==> src/rtl/munoc_link_monitor_mc_pkg.sv <==
// Shared definitions for the multi-channel MUNOC link monitor: default
// parameter values, window-counter width helper and output field offsets.
// Optional feature macro: MUNOC_LINK_MONITOR_MAX_STALL_EN.
package munoc_link_monitor_mc_pkg;

  localparam int DEF_NUM_CH        = 4;
  localparam int DEF_BW_STALL_CNT  = 16;
  localparam int DEF_TIMEOUT_LIMIT = 100;
  localparam int DEF_BW_XFER_CNT   = 16;
  localparam int DEF_WINDOW_CYCLES = 1024;

  // Bits needed to hold 0..value-1, never less than 1.
  function automatic int clog2_f(input int value);
    int r;
    r = 0;
    for (int i = 0; i < 31; i++) begin
      if ((1 << i) < value) r = i + 1;
    end
    if (r < 1) r = 1;
    return r;
  endfunction

  // LSB position of channel ch inside a packed per-channel output bus.
  function automatic int fld_lsb(input int ch, input int width);
    return ch * width;
  endfunction

endpackage

==> src/rtl/munoc_link_monitor_mc_if.sv <==
// Bundle of the observed valid/ready pairs. The traffic side drives them
// (master); the monitor only ever listens (slave).
interface munoc_link_monitor_mc_if #(
  parameter int NUM_CH = 4
);
  logic [NUM_CH-1:0] ch_valid;
  logic [NUM_CH-1:0] ch_ready;

  modport master (output ch_valid, output ch_ready);
  modport slave  (input  ch_valid, input  ch_ready);
endinterface

==> src/rtl/munoc_link_monitor_mc_channel.sv <==
// One monitored channel: consecutive-stall counter, sticky timeout flag,
// windowed transfer accumulator and, when MUNOC_LINK_MONITOR_MAX_STALL_EN
// is defined, the longest stall run seen in the window.
module munoc_link_monitor_mc_channel
  import munoc_link_monitor_mc_pkg::*;
#(
  parameter int BW_STALL_CNT  = DEF_BW_STALL_CNT,
  parameter int TIMEOUT_LIMIT = DEF_TIMEOUT_LIMIT,
  parameter int BW_XFER_CNT   = DEF_BW_XFER_CNT
) (
  input  logic                    clk,
  input  logic                    rstnn,
  input  logic                    enable_i,
  input  logic                    clear_i,
  input  logic                    valid_i,
  input  logic                    ready_i,
  input  logic                    window_close_i,
  output logic                    timeout_o,
  output logic [BW_XFER_CNT-1:0]  xfer_count_o,
  output logic [BW_STALL_CNT-1:0] max_stall_o
);

  localparam logic [BW_STALL_CNT-1:0] STALL_MAX = '1;
  localparam logic [BW_STALL_CNT-1:0] TO_CMP    = BW_STALL_CNT'(TIMEOUT_LIMIT - 1);
  localparam logic [BW_XFER_CNT-1:0]  XFER_MAX  = '1;

  logic                    stall, xfer;
  logic [BW_STALL_CNT-1:0] stall_q, stall_d;
  logic                    timeout_q, timeout_d;
  logic [BW_XFER_CNT-1:0]  acc_q, acc_d, acc_inc;
  logic [BW_XFER_CNT-1:0]  xfer_cnt_q, xfer_cnt_d;

  assign stall = valid_i & ~ready_i;
  assign xfer  = valid_i &  ready_i;

  // Next-state for stall run, timeout and transfer accumulation; the
  // accumulator already includes this cycle's transfer when the window closes.
  always_comb begin
    stall_d    = stall_q;
    timeout_d  = timeout_q;
    acc_d      = acc_q;
    xfer_cnt_d = xfer_cnt_q;
    acc_inc    = (xfer && (acc_q != XFER_MAX)) ? acc_q + BW_XFER_CNT'(1) : acc_q;
    if (enable_i) begin
      if (stall) begin
        stall_d = (stall_q == STALL_MAX) ? stall_q : stall_q + BW_STALL_CNT'(1);
      end else begin
        stall_d = '0;
      end
      if (stall && (stall_q == TO_CMP)) timeout_d = 1'b1;
      if (window_close_i) begin
        xfer_cnt_d = acc_inc;
        acc_d      = '0;
      end else begin
        acc_d      = acc_inc;
      end
    end
  end

  // Channel state registers; clear outranks every same-cycle event.
  always_ff @(posedge clk or negedge rstnn) begin
    if (!rstnn) begin
      stall_q    <= '0;
      timeout_q  <= 1'b0;
      acc_q      <= '0;
      xfer_cnt_q <= '0;
    end else if (clear_i) begin
      stall_q    <= '0;
      timeout_q  <= 1'b0;
      acc_q      <= '0;
      xfer_cnt_q <= '0;
    end else begin
      stall_q    <= stall_d;
      timeout_q  <= timeout_d;
      acc_q      <= acc_d;
      xfer_cnt_q <= xfer_cnt_d;
    end
  end

  assign timeout_o    = timeout_q;
  assign xfer_count_o = xfer_cnt_q;

`ifdef MUNOC_LINK_MONITOR_MAX_STALL_EN
  logic [BW_STALL_CNT-1:0] run_max_q, run_max_d, peak;
  logic [BW_STALL_CNT-1:0] max_q, max_d;

  // Track the longest run; an open run keeps counting into the next window.
  always_comb begin
    peak      = (stall_d > run_max_q) ? stall_d : run_max_q;
    run_max_d = run_max_q;
    max_d     = max_q;
    if (enable_i) begin
      if (window_close_i) begin
        max_d     = peak;
        run_max_d = '0;
      end else begin
        run_max_d = peak;
      end
    end
  end

  // Max-stall registers.
  always_ff @(posedge clk or negedge rstnn) begin
    if (!rstnn) begin
      run_max_q <= '0;
      max_q     <= '0;
    end else if (clear_i) begin
      run_max_q <= '0;
      max_q     <= '0;
    end else begin
      run_max_q <= run_max_d;
      max_q     <= max_d;
    end
  end

  assign max_stall_o = max_q;
`else
  assign max_stall_o = '0;
`endif

endmodule

==> src/rtl/munoc_link_monitor_mc.sv <==
// Passive multi-channel valid/ready monitor: per-channel sticky stall
// timeouts and per-window transfer counts for the debug/status block.
// Optional feature macro: MUNOC_LINK_MONITOR_MAX_STALL_EN (longest stall
// run per window on max_stall; tied to 0 when undefined).
module munoc_link_monitor_mc
  import munoc_link_monitor_mc_pkg::*;
#(
  parameter int NUM_CH        = DEF_NUM_CH,
  parameter int BW_STALL_CNT  = DEF_BW_STALL_CNT,
  parameter int TIMEOUT_LIMIT = DEF_TIMEOUT_LIMIT,
  parameter int BW_XFER_CNT   = DEF_BW_XFER_CNT,
  parameter int WINDOW_CYCLES = DEF_WINDOW_CYCLES
) (
  input  logic                           clk,
  input  logic                           rstnn,
  input  logic                           mon_enable,
  input  logic                           mon_clear,
  munoc_link_monitor_mc_if.slave         mon_if,
  output logic [NUM_CH-1:0]              timeout_flag,
  output logic                           timeout_any,
  output logic                           window_done,
  output logic [NUM_CH*BW_XFER_CNT-1:0]  xfer_count,
  output logic [NUM_CH*BW_STALL_CNT-1:0] max_stall
);

  localparam int               WIN_W    = clog2_f(WINDOW_CYCLES);
  localparam logic [WIN_W-1:0] WIN_LAST = WIN_W'(WINDOW_CYCLES - 1);

  logic [WIN_W-1:0] win_q, win_d;
  logic             done_q;
  logic             window_close;

  assign window_close = mon_enable & (win_q == WIN_LAST);

  // Window position advances only on enabled cycles and wraps at the last slot.
  always_comb begin
    win_d = win_q;
    if (mon_enable) begin
      win_d = (win_q == WIN_LAST) ? '0 : win_q + WIN_W'(1);
    end
  end

  // Window position and the one-cycle close pulse.
  always_ff @(posedge clk or negedge rstnn) begin
    if (!rstnn) begin
      win_q  <= '0;
      done_q <= 1'b0;
    end else if (mon_clear) begin
      win_q  <= '0;
      done_q <= 1'b0;
    end else begin
      win_q  <= win_d;
      done_q <= window_close;
    end
  end

  assign window_done = done_q;
  assign timeout_any = |timeout_flag;

  for (genvar g = 0; g < NUM_CH; g++) begin : g_ch
    munoc_link_monitor_mc_channel #(
      .BW_STALL_CNT  (BW_STALL_CNT),
      .TIMEOUT_LIMIT (TIMEOUT_LIMIT),
      .BW_XFER_CNT   (BW_XFER_CNT)
    ) u_ch (
      .clk            (clk),
      .rstnn          (rstnn),
      .enable_i       (mon_enable),
      .clear_i        (mon_clear),
      .valid_i        (mon_if.ch_valid[g]),
      .ready_i        (mon_if.ch_ready[g]),
      .window_close_i (window_close),
      .timeout_o      (timeout_flag[g]),
      .xfer_count_o   (xfer_count[fld_lsb(g, BW_XFER_CNT) +: BW_XFER_CNT]),
      .max_stall_o    (max_stall[fld_lsb(g, BW_STALL_CNT) +: BW_STALL_CNT])
    );
  end

endmodule

==> src/flat_wrapper.sv <==
// flat-port wrapper written by rule: the top's interface ports become plain ports
module munoc_link_monitor_mc_flat import munoc_link_monitor_mc_pkg::*;
#(
  parameter int NUM_CH        = DEF_NUM_CH,
  parameter int BW_STALL_CNT  = DEF_BW_STALL_CNT,
  parameter int TIMEOUT_LIMIT = DEF_TIMEOUT_LIMIT,
  parameter int BW_XFER_CNT   = DEF_BW_XFER_CNT,
  parameter int WINDOW_CYCLES = DEF_WINDOW_CYCLES
)
  (clk, rstnn, mon_enable, mon_clear, timeout_flag, timeout_any, window_done, xfer_count, max_stall, mon_if_ch_valid, mon_if_ch_ready);
  munoc_link_monitor_mc_if #(.NUM_CH(NUM_CH)) mon_if_i ();
  input  logic clk;
  input  logic rstnn;
  input  logic mon_enable;
  input  logic mon_clear;
  output logic [NUM_CH-1:0] timeout_flag;
  output logic timeout_any;
  output logic window_done;
  output logic [NUM_CH*BW_XFER_CNT-1:0] xfer_count;
  output logic [NUM_CH*BW_STALL_CNT-1:0] max_stall;
  input wire logic [$bits(mon_if_i.ch_valid)-1:0] mon_if_ch_valid;
  input wire logic [$bits(mon_if_i.ch_ready)-1:0] mon_if_ch_ready;
  assign mon_if_i.ch_valid = mon_if_ch_valid;
  assign mon_if_i.ch_ready = mon_if_ch_ready;
  munoc_link_monitor_mc #(.NUM_CH(NUM_CH), .BW_STALL_CNT(BW_STALL_CNT), .TIMEOUT_LIMIT(TIMEOUT_LIMIT), .BW_XFER_CNT(BW_XFER_CNT), .WINDOW_CYCLES(WINDOW_CYCLES)) u_core (.clk(clk), .rstnn(rstnn), .mon_enable(mon_enable), .mon_clear(mon_clear), .mon_if(mon_if_i), .timeout_flag(timeout_flag), .timeout_any(timeout_any), .window_done(window_done), .xfer_count(xfer_count), .max_stall(max_stall));
endmodule
==> config.mk <==
export PLATFORM = sky130hd
export DESIGN_NAME = munoc_link_monitor_mc_flat
export DESIGN_NICKNAME = d
export VERILOG_FILES = /design/src/rtl/munoc_link_monitor_mc_pkg.sv /design/src/rtl/munoc_link_monitor_mc_if.sv /design/src/rtl/munoc_link_monitor_mc_channel.sv /design/src/rtl/munoc_link_monitor_mc.sv /design/src/flat_wrapper.sv
export SDC_FILE = /design/constraint.sdc
export NUM_CORES = 1
export LEC_CHECK = 0
export CAP_MARGIN = 40
export CORE_MARGIN = 2
export CORE_UTILIZATION = 55
export DETAILED_ROUTE_END_ITERATION = 10
export GPL_ROUTABILITY_DRIVEN = 0
export MAX_ROUTING_LAYER = met4
export PLACE_DENSITY = 0.79
export SLEW_MARGIN = 20
export SYNTH_ARGS = -nofsm -noshare
export SYNTH_HDL_FRONTEND = slang
export SYNTH_SLANG_ARGS = --single-unit
export TNS_END_PERCENT = 100
==> constraint.sdc <==
create_clock -name clk -period 2.3 [get_ports clk]
set_input_delay 0.46 -clock clk [delete_from_list [all_inputs] [get_ports clk]]
set_output_delay 0.46 -clock clk [all_outputs]
set_load 0.02 [all_outputs]
==> results_dict.tcl, run 1 <==
set metrics [dict create \
    die_h_um 152 \
    nets 1486 \
    grt_use_total_pct 26.6 \
    start_util_pct 55.5 \
    drv_slew 0 \
    maxCapViolations 0 \
    syn2layout_area_growth_pct 18.1 \
    fin_cells 1758 \
    wl_per_cell_um 17.0 \
    drive_above_1_share_pct 11.8 \
    rr_startpoint "u_core.g_ch[2].u_ch.acc_q[0]" \
    placed_cells_incl_taps 1718 \
    yosys_register_bits 207 \
    first_global_vias 9859 \
    hold_viol 0 \
    drt-pass1-iter-count 5 \
    io-pin-count 146 \
    drt-vias-per-instance 6.13 \
    crit_type "reg2out" \
    endpoint "timeout_any" \
    syn_inst 1338 \
    clock_sinks 207 \
    period_needed_ns 2.20 \
    fin_util_pct 65.5 \
    synth_ff_type "dfrtp_1" \
    drc_errors 0 \
    setup_violations 0 \
    via_count 10768 \
    worst-r2r-cell-count 7 \
    drtIter0Drc 1126 \
    critPathArrivalTime_ns 1.74 \
    clk_latency_ns 0.51 \
    cts_tree "yes" \
    irDropWorstVdd_uv 453 \
    synth_warnings 0 \
    skew_ns 0.0112 \
    drt-total-wl_mm 29.8 \
    place_area_sq_um 13400 \
    antenna_found_initial 0 \
    cts.clk_slew.worst_paths_ns 0.06 \
    holdWs_ns 0.479 \
    leakagePower_nw 5.96 \
    grt_pass1_wl_mm 49.1 \
    worst_pin_slew_ns 0.651 \
    postRouteAntennaNets 0 \
    grt_max_degree 58 \
    async_flop_share_pct 100 \
    hold_class "in2async" \
    yosysUniqueCellTypes 75 \
    reg2reg_slack_ns 0.11 \
    startpoint "u_core.g_ch[2].u_ch.timeout_o" \
    synth.avg_cell_area_sq_um 8.97 \
    synthesis.area_sq_um 12000 \
    io_buffers 81 \
    slew_headroom_pct 56.2 \
    ctsRootBufferMaster "clkbuf_16" \
    htree_num_levels 1 \
    core-area_sq_um 21600 \
    cts.path.max_buffers 3 \
    outcome "finished, final reports clean" \
    path_max_fanout 3 \
    die_w_um 152 \
    cp.required_ns 1.84 \
    ys_seq_area_share_pct 43.2 \
    worstReg2RegEnd "u_core.g_ch[2].u_ch.xfer_count_o[0]" \
    fin_area_sq_um 14200 \
    max_freq_ghz 0.455 \
    antenna_cells 0 \
    synth_edf_count 0 \
    rsz0062_at_grt "false" \
    hpwl_mm 20.6 \
    period_share_pct 95.5 \
    worst_setup_path_end_kind "output port" \
    cts_inserted_buffers 23 \
    start_kind "flip-flop" \
    row_count 54 \
    grt-ovfl-total 0 \
    die-area_sq_um 23000 \
    power_density_nw_per_um2 547 \
]
[cells by family after synthesis]
logic type	Yosys count	synth area share, %
simple gates	517	22.4
compound gates	363	19.8
flops	207	43.2
buf+inv	163	7.79
xor+xnor	67	4.89
mux	11	0.949
fa+ha+maj	9	0.938
other cells	1	0.0312
[critical path, cell delays in order (launching register included)]
cell and delay [ns]:
dfrtp_1 0.40, or4_1 0.50, dlygate4sd2_1 0.33
[flip-flops by register name, indices dropped and copies added, names as in the netlist]
register	flops
u_core.win_q	10
u_core.window_done	1
u_core.g_ch.u_ch.xfer_count_o	64
u_core.g_ch.u_ch.acc_q	64
u_core.g_ch.u_ch.stall_q	64
u_core.g_ch.u_ch.timeout_o	4
[synth_stat cells, types with 6 or more instances]
cell / number / area (sq um)
a211oi_1: 49 / 368
or3_1: 13 / 81.3
or4_1: 11 / 82.6
nand2b_1: 7 / 43.8
o21a_1: 6 / 45.0
a41oi_1: 10 / 87.6
o21ai_0: 91 / 455
clkbuf_1: 53 / 199
dfrtp_1: 207 / 5180
o31ai_1: 27 / 203
nor4_1: 21 / 131
xnor2_1: 27 / 236
and4_1: 20 / 175
nor3b_1: 7 / 52.6
buf_1: 6 / 22.5
nand4_1: 46 / 288
nor3_1: 23 / 115
xor2_1: 40 / 350
and3_1: 27 / 169
o211ai_1: 14 / 105
nand2_1: 117 / 439
mux2i_1: 8 / 80.1
a21oi_1: 67 / 335
nand3_1: 68 / 340
ha_1: 9 / 113
a21o_1: 16 / 120
and2_1: 11 / 68.8
nor2_1: 118 / 443
buf_2: 12 / 60.1
a31oi_1: 46 / 288
buf_4: 70 / 526
inv_1: 14 / 52.6
[layer usage]
layer  up-vias  share of wire, %  track usage, %
met5         -                 0               -
met4         0               1.8            6.16
met3        43               6.3            3.17
met2       408                48            42.3
met1      5236                44            36.9
li1       5081                 -               -
[worst min path at each step]
stage	cells past startpoint	start	endpoint
finish	2	rstnn	u_core.g_ch[0].u_ch.xfer_count_o[15]
global route	3	mon_clear	u_core.g_ch[3].u_ch.timeout_o
CTS	3	mon_clear	u_core.g_ch[3].u_ch.timeout_o
detailed placement	1	rstnn	u_core.g_ch[2].u_ch.xfer_count_o[6]
global placement	1	rstnn	u_core.g_ch[0].u_ch.xfer_count_o[15]
floorplan	0	rstnn	u_core.g_ch[0].u_ch.acc_q[0]
[area by class of cell]
type,count,area [sq um]
Clock buffer,29,638
Sequential cell,207,5180
Tap cell,280,350
Timing Repair Buffer,187,1710
Clock inverter,9,76.3
Inverter,15,56.3
Fill cell,1748,7450
Multi-Input combinational cell,1031,6160
[metrics by stage]
| step | power, W | setup slack [ns] | setup TNS, ns |
|---|---|---|---|
| floorplan | 0.00411 | 0.275 | 0 |
| global placement | 0.00428 | -0.0953 | -0.954 |
| detailed placement | 0.00429 | -0.158 | -3.78 |
| CTS | 0.00781 | 0.0702 | 0 |
| global route | 0.00801 | 0.00314 | 0 |
| finish | 0.00775 | 0.103 | 0 |
[layout by cell type, fill, tap and decap left out, types with 40 or more instances in the layout]
cell	count
dfrtp_1	207
nand2_1	117
nor2_1	117
buf_4	96
o21ai_0	91
clkdlybuf4s50_1	78
nand3_1	68
a21oi_1	67
conb_1	64
a211oi_1	49
nand4_1	46
a31oi_1	46
xor2_1	40
[power breakdown]
group / internal [W] / total (W) / switching [W]
combinational: 0.000161 / 0.000562 / 0.000401
clock: 0.00206 / 0.00352 / 0.00146
sequential: 0.00366 / 0.00367 / 0.0000159
[repair_timing]
item                                    4_1_cts  5_1_grt
endpoints found under the setup margin        1        1
gates resized for setup                       1        1
pin swaps                                     0        0
hold endpoints to repair                     48        0
buffers inserted                              0        0
hold buffers                                  1        0
Power figures use the tool's default switching activity.
==> run 2: changes to the inputs <==
--- a/config.mk
+++ b/config.mk
@@ -6,7 +6,6 @@
 export NUM_CORES = 1
 export LEC_CHECK = 0
 export CAP_MARGIN = 40
-export CORE_MARGIN = 2
 export CORE_UTILIZATION = 55
 export DETAILED_ROUTE_END_ITERATION = 10
 export GPL_ROUTABILITY_DRIVEN = 0
==> results_dict.tcl, run 2 (same netlist as run 1, synthesis figures left out) <==
set metrics [dict create \
    final_common_cell "dfrtp_1" \
    worst_pin_slew_ns 0.682 \
    antenna_found_initial 0 \
    nets 1488 \
    cts.path.max_buffers 3 \
    cp.required_ns 1.84 \
    drv_slew 0 \
    clk_latency_ns 0.51 \
    setup_violations 0 \
    wl_per_cell_um 17.1 \
    drc_errors 0 \
    n_fill_cell 1670 \
    placed_cells_incl_taps 1715 \
    layout_common_cells "207 x dfrtp_1, 117 x nand2_1, 117 x nor2_1, 95 x buf_4, 91 x o21ai_0" \
    max_freq_ghz 0.455 \
    hpwl_mm 20.9 \
    drive_above_1_share_pct 12.3 \
    fin_area_sq_um 14400 \
    cts.clk_slew.worst_paths_ns 0.06 \
    cts_inserted_buffers 23 \
    io_buffers 81 \
    maxCapViolations 0 \
    io-pin-count 146 \
    setup_ws_ns 0.103 \
    syn2layout_area_growth_pct 19.9 \
    crit_type "reg2out" \
    drt-pass1-iter-count 5 \
    outcome "finished, final reports clean" \
    multiInputGateArea_sq_um 6160 \
    row_count 53 \
    period_share_pct 95.5 \
    die-area_sq_um 22400 \
    postRouteAntennaNets 0 \
    drtIter0Drc 736 \
    place_ws_ns -0.190 \
    irDropWorstVdd_uv 455 \
    hold_viol 0 \
    power_density_nw_per_um2 586 \
    period_needed_ns 2.20 \
    slew_headroom_pct 54.4 \
    finalPower_w 0.00843 \
    fin_cells 1758 \
    first_global_vias 10105 \
    critPathArrivalTime_ns 1.74 \
    clock_sinks 207 \
    core-area_sq_um 21200 \
    drt-vias-per-instance 6.13 \
    drt-total-wl_mm 30.1 \
    htree_num_levels 1 \
    seq_area_sq_um 5180 \
    start_kind "flip-flop" \
    ctsRootBufferMaster "clkbuf_16" \
    die_w_um 150 \
    antenna_cells 0 \
    via_count 10783 \
    skew_ns 0.0133 \
    worst_setup_path_end_kind "output port" \
    rsz0062_at_grt "false" \
    hold_class "in2reg" \
    die_h_um 150 \
    grt-ovfl-total 0 \
    grt_use_total_pct 28.4 \
    path_max_fanout 3 \
    start_util_pct 56.6 \
    grt_max_degree 71 \
    cts_tree "yes" \
    place_area_sq_um 13500 \
    grt_pass1_wl_mm 50.2 \
    leakagePower_nw 6.03 \
]
==> run 2: cell count changes in the layout (fill, tap and decap cells not counted), moves of 2 or more <==
cell       before  now
bufinv_16       1    6
buf_12          8   12
clkbuf_1        2    0
clkbuf_8        5    7
clkinv_2        6    4
==> run 2: critical path, cell delays in order, from the launching register on <==
cell	delay [ns]
dfrtp_1	0.42
or4_1	0.50
clkdlybuf4s15_1	0.30
==> run 2: metrics by stage <==
stage	util (%)	hold slack (ns)	setup TNS, ns
4_1_cts	67.7	0.421	0
6_report	67.8	0.425	0
3_5_place_dp	63.6	0.506	-3.59
2_1_floorplan	-	0.164	0
3_3_place_gp	63.6	0.489	-1.45
5_1_grt	67.8	0.440	0
==> run 2: what timing repair did <==
item	in CTS	in global routing
buffers inserted	0	1
pin swaps	0	1
hold buffers	1	0
gates resized for setup	1	3
setup endpoints to repair	1	6
endpoints found under the hold margin	21	0
==> run 2: final timing paths <==
kind	from	end	slack, ns	depth (start not counted)
max	u_core.g_ch[3].u_ch.timeout_o	timeout_any	0.10	2
min	mon_clear	u_core.win_q[2]	0.43	3
max reg2reg	u_core.g_ch[3].u_ch.acc_q[1]	u_core.g_ch[3].u_ch.xfer_count_o[2]	0.13	6
min reg2reg	u_core.g_ch[1].u_ch.xfer_count_o[2]	u_core.g_ch[1].u_ch.xfer_count_o[2]	0.53	2
max in group asynchronous	rstnn	u_core.g_ch[2].u_ch.xfer_count_o[12]	1.04	3
min in group asynchronous	rstnn	u_core.g_ch[0].u_ch.acc_q[8]	0.54	2
==> run 2: power breakdown <==
| part | switching [W] | internal, W |
|---|---|---|
| Combinational | 0.000399 | 0.000166 |
| Clock | 0.00151 | 0.00269 |
| Sequential | 0.0000156 | 0.00365 |
==> run 2: layer usage <==
layer,global-route usage (%),up-vias,part of all wire (%)
li1,-,5098,-
met1,38.3,5223,44
met2,45.6,406,48
met3,3.81,56,6.2
met4,6.52,0,1.8
met5,-,-,0
==> run 2: cell type report <==
type / count / area share (%)
multi-input combinational: 1031 / 42.8
sequential: 207 / 36.0
timing repair buffer: 189 / 12.3
clock buffer: 29 / 4.58
tap: 275 / 2.39
clock inverter: 12 / 1.50
inverter: 15 / 0.391
